<file path="config.mk">
export PLATFORM = sky130hd
export DESIGN_NAME = lsu_mem_master_flat
export DESIGN_NICKNAME = d
export VERILOG_FILES = /design/src/rtl/lsu_pkg.sv /design/src/rtl/lsu_mem_master_if.sv /design/src/rtl/load_align.sv /design/src/rtl/lsu_mem_master.sv /design/src/flat_wrapper.sv
export SDC_FILE = /design/constraint.sdc
export NUM_CORES = 1
export LEC_CHECK = 0
export ABC_CLOCK_PERIOD_IN_PS = 2500
export BUFFER_PORTS_ARGS = -buffer_cell sky130_fd_sc_hd__buf_2
export CAP_MARGIN = 20
export CELL_PAD_IN_SITES_DETAIL_PLACEMENT = 1
export CELL_PAD_IN_SITES_GLOBAL_PLACEMENT = 2
export CORE_AREA = 2 2 141 143
export DETAILED_ROUTE_END_ITERATION = 6
export DIE_AREA = 0 0 143 145
export HOLD_SLACK_MARGIN = 0.15
export PLACE_DENSITY_LB_ADDON = 0.12
export SETUP_SLACK_MARGIN = 0.05
export SLEW_MARGIN = 20
export SYNTH_ARGS = -nofsm -noshare
export SYNTH_HDL_FRONTEND = slang
export SYNTH_SLANG_ARGS = --single-unit
</file>
<file path="constraint.sdc">
create_clock -name clock -period 2.5 [get_ports clock]
set_clock_uncertainty 0.05 [all_clocks]
set_input_delay 0.125 -clock clock [delete_from_list [all_inputs] [get_ports clock]]
set_output_delay 0.125 -clock clock [all_outputs]
set_load 0.01 [all_outputs]
</file>
<file path="src/rtl/lsu_pkg.sv">
// lsu_pkg: shared funct3 codes, FSM states and byte-lane enable helper for lsu_mem_master
package lsu_pkg;
    localparam logic [2:0] F3_B  = 3'b000;
    localparam logic [2:0] F3_H  = 3'b001;
    localparam logic [2:0] F3_W  = 3'b010;
    localparam logic [2:0] F3_BU = 3'b100;
    localparam logic [2:0] F3_HU = 3'b101;

    typedef enum logic [1:0] {IDLE, ISSUE, WAIT, RESP} state_t;

    // size is funct3[1:0]: 0 byte, 1 halfword, 2 word
    function automatic logic [3:0] lane_be(input logic [1:0] size, input logic [1:0] lane);
        return size == 2'd2 ? 4'b1111 : size == 2'd1 ? 4'b0011 << lane : 4'b0001 << lane;
    endfunction
endpackage

</file>
<file path="src/rtl/lsu_mem_master_if.sv">
// lsu_mem_master_if: core request/response and data RAM port bundle.
// master = the LSU (takes req_*, mem_q; drives req_ready, resp_*, mem_*), slave = core/RAM side.
interface lsu_mem_master_if #(parameter int ADDR_WIDTH = 32);
    logic                  req_valid;
    logic                  req_ready;
    logic                  req_store;
    logic [2:0]            req_funct3;
    logic [31:0]           req_addr;
    logic [31:0]           req_wdata;
    logic                  resp_valid;
    logic [31:0]           resp_rdata;
    logic                  resp_misaligned;
    logic [ADDR_WIDTH-1:0] mem_address;
    logic [3:0]            mem_byteena;
    logic [31:0]           mem_data;
    logic                  mem_wren;
    logic [31:0]           mem_q;

    modport master (
        input  req_valid, req_store, req_funct3, req_addr, req_wdata, mem_q,
        output req_ready, resp_valid, resp_rdata, resp_misaligned,
               mem_address, mem_byteena, mem_data, mem_wren
    );
    modport slave (
        output req_valid, req_store, req_funct3, req_addr, req_wdata, mem_q,
        input  req_ready, resp_valid, resp_rdata, resp_misaligned,
               mem_address, mem_byteena, mem_data, mem_wren
    );
endinterface

</file>
<file path="src/rtl/load_align.sv">
// load_align: shifts RAM word by byte lane and sign/zero-extends per load funct3.
// Ports: mem_q (RAM word), lane (byte offset), funct3 (load type) -> data (extended result).
module load_align
    import lsu_pkg::*;
(
    input  logic [31:0] mem_q,
    input  logic [1:0]  lane,
    input  logic [2:0]  funct3,
    output logic [31:0] data
);
    logic [31:0] sh;

    assign sh = mem_q >> {lane, 3'b000};

    always_comb
        data = funct3 == F3_B  ? {{24{sh[7]}}, sh[7:0]} :
               funct3 == F3_BU ? {24'b0, sh[7:0]} :
               funct3 == F3_H  ? {{16{sh[15]}}, sh[15:0]} :
               funct3 == F3_HU ? {16'b0, sh[15:0]} : sh;
endmodule

</file>
<file path="src/rtl/lsu_mem_master.sv">
// lsu_mem_master: single-request RV32 load/store initiator driving a synchronous byte-enabled RAM.
// Ports: clock, reset (sync, active-high), bus (lsu_mem_master_if.master: req_*, resp_*, mem_*).
module lsu_mem_master
    import lsu_pkg::*;
#(
    parameter int RAM_LATENCY = 1,
    parameter int ADDR_WIDTH  = 32
) (
    input  logic             clock,
    input  logic             reset,
    lsu_mem_master_if.master bus
);
    localparam int CW = RAM_LATENCY > 1 ? $clog2(RAM_LATENCY) : 1;

    state_t         state, state_n;
    logic [CW-1:0]  cnt;
    logic [2:0]     f3_q;
    logic [1:0]     lane_q;
    logic           store_q;
    logic [1:0]     lane;
    logic           accept;
    logic           bad_f3;
    logic           mis;
    logic           fault;
    logic [31:0]    ext;

    assign lane   = bus.req_addr[1:0];
    assign accept = state == IDLE && bus.req_valid;
    assign bad_f3 = bus.req_store ? bus.req_funct3 >= 3'd3
                                  : bus.req_funct3 == 3'b011 || bus.req_funct3[2:1] == 2'b11;
    assign mis    = (bus.req_funct3[1:0] == 2'b01 && lane[0]) ||
                    (bus.req_funct3[1:0] == 2'b10 && lane != 2'b00);
    assign fault  = bad_f3 || mis;

    assign bus.req_ready  = state == IDLE;
    assign bus.resp_valid = state == RESP;
    assign bus.mem_wren   = state == ISSUE && store_q;

    load_align u_align (
        .mem_q  (bus.mem_q),
        .lane   (lane_q),
        .funct3 (f3_q),
        .data   (ext)
    );

    always_comb begin
        state_n = state;
        case (state)
            IDLE:    state_n = accept ? (fault ? RESP : ISSUE) : IDLE;
            ISSUE:   state_n = store_q ? RESP : WAIT;
            WAIT:    state_n = cnt == '0 ? RESP : WAIT;
            default: state_n = IDLE;
        endcase
    end

    always_ff @(posedge clock) begin
        if (reset) begin
            state               <= IDLE;
            cnt                 <= '0;
            f3_q                <= '0;
            lane_q              <= '0;
            store_q             <= 1'b0;
            bus.resp_rdata      <= '0;
            bus.resp_misaligned <= 1'b0;
            bus.mem_address     <= '0;
            bus.mem_byteena     <= '0;
            bus.mem_data        <= '0;
        end else begin
            state <= state_n;
            if (accept) begin
                bus.resp_misaligned <= fault;
                bus.resp_rdata      <= '0;
                // faults leave the RAM-facing registers untouched
                if (!fault) begin
                    bus.mem_address <= ADDR_WIDTH'(bus.req_addr[31:2]);
                    bus.mem_byteena <= lane_be(bus.req_funct3[1:0], lane);
                    bus.mem_data    <= bus.req_funct3 == F3_W ? bus.req_wdata :
                                       bus.req_funct3 == F3_H ? {2{bus.req_wdata[15:0]}} :
                                                                {4{bus.req_wdata[7:0]}};
                    f3_q            <= bus.req_funct3;
                    lane_q          <= lane;
                    store_q         <= bus.req_store;
                end
            end
            if (state == ISSUE)
                cnt <= CW'(RAM_LATENCY - 1);
            else if (state == WAIT && cnt != '0)
                cnt <= cnt - CW'(1);
            if (state == WAIT && cnt == '0)
                bus.resp_rdata <= ext;
        end
    end
endmodule

</file>
<file path="src/flat_wrapper.sv">
// flat-port wrapper written by rule: the top's interface ports become plain ports
module lsu_mem_master_flat import lsu_pkg::*;
#(
    parameter int RAM_LATENCY = 1,
    parameter int ADDR_WIDTH  = 32
)
  (clock, reset, bus_req_valid, bus_req_store, bus_req_funct3, bus_req_addr, bus_req_wdata, bus_mem_q, bus_req_ready, bus_resp_valid, bus_resp_rdata, bus_resp_misaligned, bus_mem_address, bus_mem_byteena, bus_mem_data, bus_mem_wren);
  lsu_mem_master_if #(.ADDR_WIDTH(ADDR_WIDTH)) bus_i ();
  input  logic clock;
  input  logic reset;
  input wire logic [$bits(bus_i.req_valid)-1:0] bus_req_valid;
  input wire logic [$bits(bus_i.req_store)-1:0] bus_req_store;
  input wire logic [$bits(bus_i.req_funct3)-1:0] bus_req_funct3;
  input wire logic [$bits(bus_i.req_addr)-1:0] bus_req_addr;
  input wire logic [$bits(bus_i.req_wdata)-1:0] bus_req_wdata;
  input wire logic [$bits(bus_i.mem_q)-1:0] bus_mem_q;
  output wire logic [$bits(bus_i.req_ready)-1:0] bus_req_ready;
  output wire logic [$bits(bus_i.resp_valid)-1:0] bus_resp_valid;
  output wire logic [$bits(bus_i.resp_rdata)-1:0] bus_resp_rdata;
  output wire logic [$bits(bus_i.resp_misaligned)-1:0] bus_resp_misaligned;
  output wire logic [$bits(bus_i.mem_address)-1:0] bus_mem_address;
  output wire logic [$bits(bus_i.mem_byteena)-1:0] bus_mem_byteena;
  output wire logic [$bits(bus_i.mem_data)-1:0] bus_mem_data;
  output wire logic [$bits(bus_i.mem_wren)-1:0] bus_mem_wren;
  assign bus_i.req_valid = bus_req_valid;
  assign bus_i.req_store = bus_req_store;
  assign bus_i.req_funct3 = bus_req_funct3;
  assign bus_i.req_addr = bus_req_addr;
  assign bus_i.req_wdata = bus_req_wdata;
  assign bus_i.mem_q = bus_mem_q;
  assign bus_req_ready = bus_i.req_ready;
  assign bus_resp_valid = bus_i.resp_valid;
  assign bus_resp_rdata = bus_i.resp_rdata;
  assign bus_resp_misaligned = bus_i.resp_misaligned;
  assign bus_mem_address = bus_i.mem_address;
  assign bus_mem_byteena = bus_i.mem_byteena;
  assign bus_mem_data = bus_i.mem_data;
  assign bus_mem_wren = bus_i.mem_wren;
  lsu_mem_master #(.RAM_LATENCY(RAM_LATENCY), .ADDR_WIDTH(ADDR_WIDTH)) u_core (.clock(clock), .reset(reset), .bus(bus_i));
endmodule
</file>
# After elaboration in Yosys (flattened, before gate mapping)
# Cells that the tools add are included.
# word_totals
ff_bits	108
# op_classes
add_sub_neg	1
magnitude_cmp	1
n_eq_ne	12
n_shift	3
muxes	16
bitwise_logic	2
n_reduce_logical	15
# op_table
op	count
2-to-1 mux 32 bit	8
right shift 32 x 5 -> 32 bit	1
== test 2 bit, second input constant	4
2-to-1 mux 4 bit	2
== test 3 x 1 -> 1 bit, second input constant	2
== test 3 x 2 -> 1 bit, second input constant	2
== test 3 bit, second input constant	2
logical AND 1 bit	6
one-hot mux 2 bit (3 select lines)	1
== test 2 x 1 -> 1 bit, second input constant	2
2-to-1 mux 2 bit	2
nonzero test 2 bit	2
left shift 1 x 2 -> 4 bit, first input constant	1
left shift 2 x 2 -> 4 bit, first input constant	1
greater-or-equal comparator 3 x 2 -> 1 bit, second input constant	1
logical NOT 3 bit	1
logical OR 1 bit	3
2-to-1 mux 1 bit	3
logical NOT 2 bit	1
NOT 1 bit	2
AND reduction 2 bit	1
OR reduction 2 bit	1
subtractor 1 bit, second input constant	1

# Longest topological paths before layout
# Gate-level depths: netlist (run 1).
# depth
depth_word	7
mapped_depth	9
depth_no_buf	6

# By module
# Synthesis (run 1) repeated with hierarchy kept, for this count alone.
# hier_totals
cells_unflattened	595
area_unflattened_um2	4922.2
# by_module_without_submodules
module	n_inst	cells_per_inst	area_each_um2
lsu_mem_master	1	486	4088.9
load_align	1	109	833.3

# Worst setup path after synthesis (run 1)
# Ideal clock, no wire load.
# synth_path
path_kind	register to register
from	register u_core.state[0]
to	register u_core.bus.resp_rdata[30]
setup_time_ns	0.059
arrival_ns	1.755
t_required_ns	2.391
slack_ns	0.635
path_stages_with_launch	10
synth_period_minus_slack_ns	1.865
cell_sequence	dfxtp_1 inv_1 ha_1 nor2b_1 buf_2 a21oi_2 nor2b_1 buf_2 buf_2 a221o_1
# synth_via
elab_chain_len	3
word_cells_on_any_way	6
# synth_rtl
item	line	source
from (decl)	lsu_mem_master.sv:15	state_t state, state_n;
from (signal assigned)	lsu_mem_master.sv:69	state <= state_n;
== test 2 bit or logical NOT 2 bit (tied branches)	lsu_mem_master.sv:89, lsu_mem_master.sv:28	
logical AND 1 bit, on equally long branches	lsu_mem_master.sv:89, lsu_mem_master.sv:28	
2-to-1 mux 32 bit or nonzero test 2 bit (tied branches)	-	
to (signal assigned)	lsu_mem_master.sv:90	bus.resp_rdata <= ext;
to (decl)	lsu_mem_master_if.sv:21	output req_ready, resp_valid, resp_rdata, resp_misaligned,
# Several ways; a longest one is shown, not always the timed one.
# A chain may end at the register's enable or synchronous reset.

# Worst setup path after layout (run 1)
# layout_path
from	input bus_req_addr[1]
to	register u_core.lane_q[0]
# layout_via
elab_chain_len	6
# layout_rtl
item	line	source
from (decl)	flat_wrapper.sv:14	input wire logic [$bits(bus_i.req_addr)-1:0] bus_req_addr;
nonzero test 2 bit	lsu_mem_master.sv:32	(bus.req_funct3[1:0] == 2'b10 && lane != 2'b00);
logical AND 1 bit	lsu_mem_master.sv:32	
logical OR 1 bit	lsu_mem_master.sv:31	assign mis = (bus.req_funct3[1:0] == 2'b01 && lane[0]) ||
logical OR 1 bit	lsu_mem_master.sv:33	assign fault = bad_f3 || mis;
NOT 1 bit (no source line)	-	
AND reduction 2 bit (no source line)	-	
to (signal assigned)	lsu_mem_master.sv:81	lane_q <= lane;
to (decl)	lsu_mem_master.sv:18	logic [1:0] lane_q;
# No other way between the ends.

==> results.rst, run 1 <==
.. list-table::
   :header-rows: 1

   * - Metric
     - Value
   * - Status
     - completed
   * - Final global-route overflow total
     - 0
   * - Final Hold Vio Count
     - 0
   * - DR vias/cell
     - 4.67
   * - Initial core utilization
     - 25.5%
   * - Max-Slew Margin vs Limit
     - 36.3%
   * - End-of-flow core utilization
     - 38.1%
   * - Number of buffers added by the clock tree synthesis step
     - 9
   * - Total of warnings raised by yosys
     - 0
   * - Clock Tree Buf Depth
     - 2
   * - Count of nets after finishing
     - 947
   * - Final GP Congestion
     - 0.805
   * - Cells after synthesis
     - 576
   * - CP delay by family, top
     - buffers and inverters
   * - DIE AREA
     - 20,700 um2
   * - Worst skew pair latency
     - 0.35 ns
   * - Setup violators final
     - 0
   * - RSZ-0062 raised after global routing
     - false
   * - Routed via count
     - 5,189
   * - Cell variety after synth
     - 44
   * - CP arrival
     - 2.57 ns
   * - Most instantiated cells after synthesis
     - 108 x sky130_fd_sc_hd__dfxtp_1, 98 x sky130_fd_sc_hd__nand2_1, 52 x sky130_fd_sc_hd__nor2_1
   * - First-pass GRT wire length
     - 29.2 mm
   * - Library cell occupying the most area in the post-synthesis netlist
     - sky130_fd_sc_hd__dfxtp_1
   * - Actual slew at the worst max-slew pin
     - 0.956 ns
   * - Share of synthesized flip-flops with an asynchronous set or reset
     - 0%
   * - Tmin final
     - 2.32 ns
   * - Count of clock tree sinks
     - 108
   * - Placeable core area
     - 19,200 um2
   * - Horizontal die dimension
     - 143 um
   * - Total number of cells along the worst setup path
     - 8
   * - Worst hold path stage count
     - 4
   * - Sequential share of the synthesized area
     - 44.2%
   * - Worst Setup Start Kind
     - primary input
   * - Post-DRT Antenna Nets
     - 0
   * - Cell area after synthesis
     - 4890 um2
   * - Clock root buffer
     - sky130_fd_sc_hd__clkbuf_16
   * - Sum of buffers and inverters on the critical path
     - 4
   * - Worst R2R Start
     - u_core.state[0]
   * - Number of violations reported at the end of detailed-routing iteration 0
     - 194
   * - Peak Freq
     - 431 MHz
   * - Detailed placement HPWL
     - 12.9 mm
   * - Port Buffers
     - 204
   * - Fin cells
     - 1,110
   * - Most instantiated flip-flop cell in the synthesis netlist
     - sky130_fd_sc_hd__dfxtp_1
   * - Number of enable flip-flop cells after synthesis
     - 0
   * - Source of the worst hold timing path
     - bus_mem_q[9]
   * - I/O pins
     - 207
   * - Biggest cell delay along the critical path
     - 0.55 ns
   * - Reported leakage power
     - 0.00319 uW
   * - Number of max-slew violations in the final report
     - 0
   * - Site Rows
     - 51
   * - Die span in y
     - 145 um
   * - Worst path required time
     - 2.75 ns
   * - Critical path's most frequent cell
     - sky130_fd_sc_hd__dlygate4sd3_1
   * - Fraction of post-synthesis cell area in the top cell type by area
     - 44.2%
   * - Length of the first detailed-routing pass in iterations
     - 4
   * - Largest net degree at the start of global routing
     - 83
   * - Setup TNS
     - 0 ns
   * - Pwr per Cell Area
     - 671 nW/um2
   * - Signed area change from the synthesized netlist to the final layout
     - 49.7%
   * - Clock transition at path regs
     - 0.08 ns
   * - Period utilization
     - 92.8%
   * - Average size of a mapped cell
     - 8.49 um2
   * - Post-Place Cell Area
     - 6140 um2
   * - Diode count
     - 0
   * - Source of the critical timing path
     - bus_req_addr[1]
   * - Worst setup EP type
     - flip-flop
   * - Antenna violations before repair
     - 0
   * - Biggest area contributors in the synthesized netlist
     - sky130_fd_sc_hd__dfxtp_1 44%, sky130_fd_sc_hd__nand2_1 7.5%, sky130_fd_sc_hd__a21oi_1 4.7%
   * - Detailed-route wire length per cell
     - 16.8 um
   * - Type of the most critical hold path
     - in -> reg
   * - All-layer global routing usage
     - 17.7%
   * - Synthesized flop and latch total
     - 108
   * - Number of levels in the clock H-tree
     - 3
   * - Worst setup path class
     - in -> reg
   * - Overall power consumption
     - 4910 uW
   * - Max-cap check violation count
     - 0
   * - Routed Wire Length
     - 18.7 mm
   * - Reg2reg path depth
     - 8
   * - Count leader, synth
     - sky130_fd_sc_hd__dfxtp_1
   * - Worst Path Max Fanout
     - 21
   * - CTS tree
     - built
   * - Cell count after placement
     - 1,009
   * - Cell Chain, Critical Path
     - dlygate4sd3_1 > buf_2 > nor4_4 > o21ba_2 > buf_4 > nand2_1 > a21oi_1 > dlygate4sd3_1
   * - Number of global-route vias before repair
     - 5,406
   * - Area of all placed cells without fillers
     - 7320 um2
   * - Share of final-layout standard cells stronger than drive strength 1
     - 29.5%
   * - Filler cell count
     - 2,325
   * - Cell type of the slowest stage on the worst timing path
     - sky130_fd_sc_hd__dlygate4sd3_1
   * - Highest ir drop seen on vdd
     - 361 uV
   * - Number of DRC violations after detailed routing
     - 0
[cell families (layout without fill, tap and decap cells)]
kind of cell / Yosys count / count (layout) / share of synthesized area (%)
and+or+nand+nor: 221 / 221 / 21.7
other: 1 / 2 / 0.0767
DFF: 108 / 108 / 44.2
buffers and inverters: 64 / 331 / 5.96
adders and majority gates: 4 / 4 / 1.02
muxes: 17 / 17 / 3.74
AOI/OAI and AO/OA: 161 / 162 / 23.3
[repair_timing]
action / in CTS / in global routing
hold endpoints to repair: 83 / 0
setup buffers: 0 / 0
resized for setup: 0 / 3
setup endpoints to repair: 0 / 6
hold buffers: 84 / 0
[layer usage]
layer | up-vias | GRT usage, % | part of all wire (%)
li1 | 2565 | - | -
met1 | 2481 | 22.6 | 45
met2 | 128 | 29.9 | 49
met3 | 15 | 3.93 | 5.1
met4 | 0 | 4.75 | 1.1
met5 | - | 0 | 0
[registers in the layout (all words and copies together) (netlist names)]
| name | count |
|---|---|
| u_core.f3_q | 3 |
| u_core.store_q | 1 |
| u_core.state | 2 |
| u_core.bus.resp_rdata | 32 |
| u_core.bus.mem_address | 30 |
| u_core.cnt | 1 |
| u_core.bus.resp_misaligned | 1 |
| u_core.bus.mem_byteena | 4 |
| u_core.bus.mem_data | 32 |
| u_core.lane_q | 2 |
[cell usage in the layout (no fill, tap or decap), drive strengths merged, types with 2 or more instances in the layout]
cell / instances
nand3b: 9
o21a: 8
o211ai: 8
a22o: 6
o21ai: 16
a221o: 16
nor3: 28
dlygate4sd3: 84
mux2i: 16
a211o: 9
a311oi: 2
nor3b: 3
nor2b: 10
o21ba: 2
conb: 2
nor2: 52
buf: 218
dfxtp: 108
a32oi: 7
nand4bb: 7
o21bai: 2
clkinv: 3
clkbuf: 9
nand3: 8
inv: 15
a21oi: 48
nand2: 98
ha: 4
a21o: 9
a211oi: 27
[power by group]
group / internal, uW / switching, uW
sequential: 1920 / 119
clock: 784 / 700
combinational: 615 / 771
[worst register-to-register path: cells and delay by family, from the launching register on]
kind	cells	cell delay, ns
compound gates	2	0.44
fa+ha+maj	1	0.24
buf+inv	3	0.91
flops	1	0.34
simple gates	2	0.27
[final cells by class]
type	count	area, um2	share of cell area (%)
Multi-Input combinational cell	406	2490	34.1
Sequential cell	108	2160	29.5
Timing Repair Buffer	302	1990	27.1
Tap cell	265	332	4.53
Clock buffer	9	225	3.08
Clock inverter	7	73.8	1.01
Inverter	13	48.8	0.667
[final timing paths]
kind | endpoint | slack (ns)
worst max-delay path | u_core.lane_q[0] | 0.18
worst min-delay path | u_core.bus.resp_rdata[1] | 0.16
worst max register to register | u_core.lane_q[0] | 0.20
worst min register to register | u_core.bus.mem_address[12] | 0.41
[metrics by stage]
step                      hold slack, ns  setup WS (ns)
final                              0.157          0.180
after global routing               0.182         0.0541
after CTS                          0.150          0.125
after detailed placement           0.326          0.271
after global placement             0.316          0.417
after floorplan                    0.211          0.635
No activity file was read; power rests on OpenSTA's default activity.
==> run 2: changes to the inputs <==
- ABC_CLOCK_PERIOD_IN_PS: 2500 -> 2300
- CELL_PAD_IN_SITES_DETAIL_PLACEMENT: 1 -> not set
- CELL_PAD_IN_SITES_GLOBAL_PLACEMENT: 2 -> not set
- CORE_AREA: 2 2 141 143 -> 2 2 104 106
- DIE_AREA: 0 0 143 145 -> 0 0 106 108
- clock period: 2.5 -> 2.3 ns (I/O delays scaled with it)
==> run 2 against run 1 <==
Largest power group unchanged. Global-route usage increased by 9.2 points. Final area decreased by 2.7%. Hold slack worse by 0.0044 ns. Sequential share of layout area up 0.85 points. Non-clock buffer count increased by 6. Die area decreased by 45%. Total power increased by 2.7%. Critical path depth is 2 lower.
==> results.rst, run 2 (same netlist as run 1, synthesis figures left out) <==
.. list-table::
   :header-rows: 1

   * - Metric
     - Value
   * - Status
     - completed
   * - Area taken by flip-flops and latches
     - 2160 um2
   * - Highest metal layer used by the detailed router
     - met4
   * - Post-Place Cell Area
     - 6000 um2
   * - Worst hold path stage count
     - 5
   * - Clock Tree Buf Depth
     - 2
   * - Tmin final
     - 2.07 ns
   * - All-layer global routing usage
     - 26.9%
   * - Reg2reg path depth
     - 6
   * - Die span in y
     - 108 um
   * - Most common cell after layout, fill and taps aside
     - sky130_fd_sc_hd__buf_2
   * - Worst Setup Start Kind
     - flip-flop
   * - Worst setup EP type
     - flip-flop
   * - Clock root buffer
     - sky130_fd_sc_hd__clkbuf_8
   * - Initial core utilization
     - 47.8%
   * - Number of levels in the clock H-tree
     - 3
   * - Source of the worst hold timing path
     - bus_mem_q[19]
   * - Number of global-route vias before repair
     - 5,029
   * - Count of nets after finishing
     - 952
   * - Reported leakage power
     - 0.00317 uW
   * - Worst Path Max Fanout
     - 18
   * - Number of violations reported at the end of detailed-routing iteration 0
     - 407
   * - Terminating pin of the worst hold path
     - u_core.bus.resp_rdata[3]
   * - Actual slew at the worst max-slew pin
     - 0.988 ns
   * - Area of all placed cells without fillers
     - 7120 um2
   * - Final GP Congestion
     - 0.929
   * - Antenna violations before repair
     - 1
   * - Post-CTS repair timing setup buffer count
     - 0
   * - Share of final-layout standard cells stronger than drive strength 1
     - 29.5%
   * - Placeable core area
     - 10,200 um2
   * - Multi-input gate area in the final layout
     - 2460 um2
   * - Biggest regs
     - u_core.bus.mem_data: 32 flops, u_core.bus.resp_rdata: 32 flops, u_core.bus.mem_address: 30 flops
   * - I/O pins
     - 207
   * - Period utilization
     - 89.8%
   * - Worst setup path class
     - reg -> reg
   * - Horizontal die dimension
     - 106 um
   * - Site Rows
     - 37
   * - Max-cap check violation count
     - 0
   * - Routed length on met2
     - 7.60 mm
   * - Port Buffers
     - 204
   * - Smallest setup slack after layout
     - 0.234 ns
   * - Count of clock tree sinks
     - 108
   * - Number of DRC violations after detailed routing
     - 0
   * - Max-Slew Margin vs Limit
     - 33.7%
   * - M1 wire length
     - 6.46 mm
   * - End-of-flow core utilization
     - 69.6%
   * - First-pass GRT wire length
     - 24.7 mm
   * - Final Hold Vio Count
     - 0
   * - DR vias/cell
     - 5.47
   * - Worst path required time
     - 2.57 ns
   * - Highest ir drop seen on vdd
     - 388 uV
   * - Wire length on met3
     - 1.27 mm
   * - Routed Wire Length
     - 15.8 mm
   * - R2R Path End
     - u_core.bus.resp_rdata[24]
   * - Hold WS
     - 0.153 ns
   * - Post-DRT Antenna Nets
     - 0
   * - Number of max-slew violations in the final report
     - 0
   * - Signed area change from the synthesized netlist to the final layout
     - 45.6%
   * - Filler cell count
     - 834
   * - Detailed placement HPWL
     - 10.5 mm
   * - Setup violators final
     - 0
   * - Pwr per Cell Area
     - 708 nW/um2
   * - Worst setup slack before clock tree synthesis
     - 0.370 ns
   * - Length of the first detailed-routing pass in iterations
     - 5
   * - Detailed-route wire length per cell
     - 16.0 um
   * - Worst R2R Start
     - u_core.state[0]
   * - Most frequent cells in the layout
     - 204 x sky130_fd_sc_hd__buf_2, 107 x sky130_fd_sc_hd__dfxtp_1, 98 x sky130_fd_sc_hd__nand2_1
   * - Clock transition at path regs
     - 0.11 ns
   * - Worst skew pair latency
     - 0.37 ns
   * - Peak Freq
     - 484 MHz
   * - Type of the most critical hold path
     - in -> reg
   * - Setup TNS
     - 0 ns
   * - Largest net degree at the start of global routing
     - 50
   * - CTS tree
     - built
   * - FF-to-FF setup slack
     - 0.23 ns
   * - Routed via count
     - 5,399
   * - DIE AREA
     - 11,400 um2
   * - Final global-route overflow total
     - 0
   * - Number of buffers added by the clock tree synthesis step
     - 9
   * - CP arrival
     - 2.34 ns
   * - RSZ-0062 raised after global routing
     - true
==> run 2: through the flow <==
step / total power [uW] / instances
3_5_place_dp: 3580 / 883
2_1_floorplan: 3060 / 577
5_1_grt: 5290 / 987
6_report: 5040 / 987
4_1_cts: 5030 / 986
3_3_place_gp: 3550 / 883
==> run 2: how the worst max path moves through the flow <==
stage                      from                         to  slack (ns)  cells after the start
3_3_place_gp    u_core.state[0]  u_core.bus.resp_rdata[26]        0.46                      7
6_report        u_core.state[0]  u_core.bus.resp_rdata[24]        0.23                      6
2_1_floorplan   u_core.state[0]  u_core.bus.resp_rdata[30]        0.44                      9
4_1_cts        u_core.lane_q[0]   u_core.bus.resp_rdata[2]        0.13                      6
5_1_grt         u_core.state[0]  u_core.bus.resp_rdata[17]        0.02                      6
3_5_place_dp    u_core.state[0]  u_core.bus.resp_rdata[18]        0.37                      6
==> run 2: what timing repair did <==
| action | in CTS | in global routing |
|---|---|---|
| hold buffers | 87 | 0 |
| gates resized for setup | 0 | 3 |
| setup endpoints to repair | 0 | 3 |
| endpoints found under the hold margin | 87 | 0 |
==> run 2: final cells by class <==
class                      count  share of cell area (%)
antenna                        1                  0.0351
clock buffer                   9                    1.74
clock inverter                 7                    1.48
inverter                      13                   0.685
multi-input combinational    405                    34.5
sequential                   108                    30.4
tap                          136                    2.39
timing repair buffer         308                    28.8
==> run 2: critical path: stages, from the launching register on <==
cell and delay [ns]:
sky130_fd_sc_hd__dfxtp_1 0.35, sky130_fd_sc_hd__inv_1 0.08, sky130_fd_sc_hd__ha_1 0.20, sky130_fd_sc_hd__nor2b_1 0.28, sky130_fd_sc_hd__buf_4 0.22, sky130_fd_sc_hd__nor3b_4 0.64
sky130_fd_sc_hd__a221o_1 0.20
==> run 2: power breakdown <==
part | total (uW) | internal, uW | switching [uW]
sequential | 2220 | 2090 | 128
combinational | 1490 | 691 | 800
clock | 1330 | 631 | 703
==> run 2: per-layer routing <==
| metal | global-route usage (%) | up-vias |
|---|---|---|
| met1 | 33.9 | 2528 |
| li1 | - | 2585 |
| met4 | 11.1 | 0 |
| met2 | 44.7 | 248 |
| met5 | 0 | - |
| met3 | 6.09 | 38 |
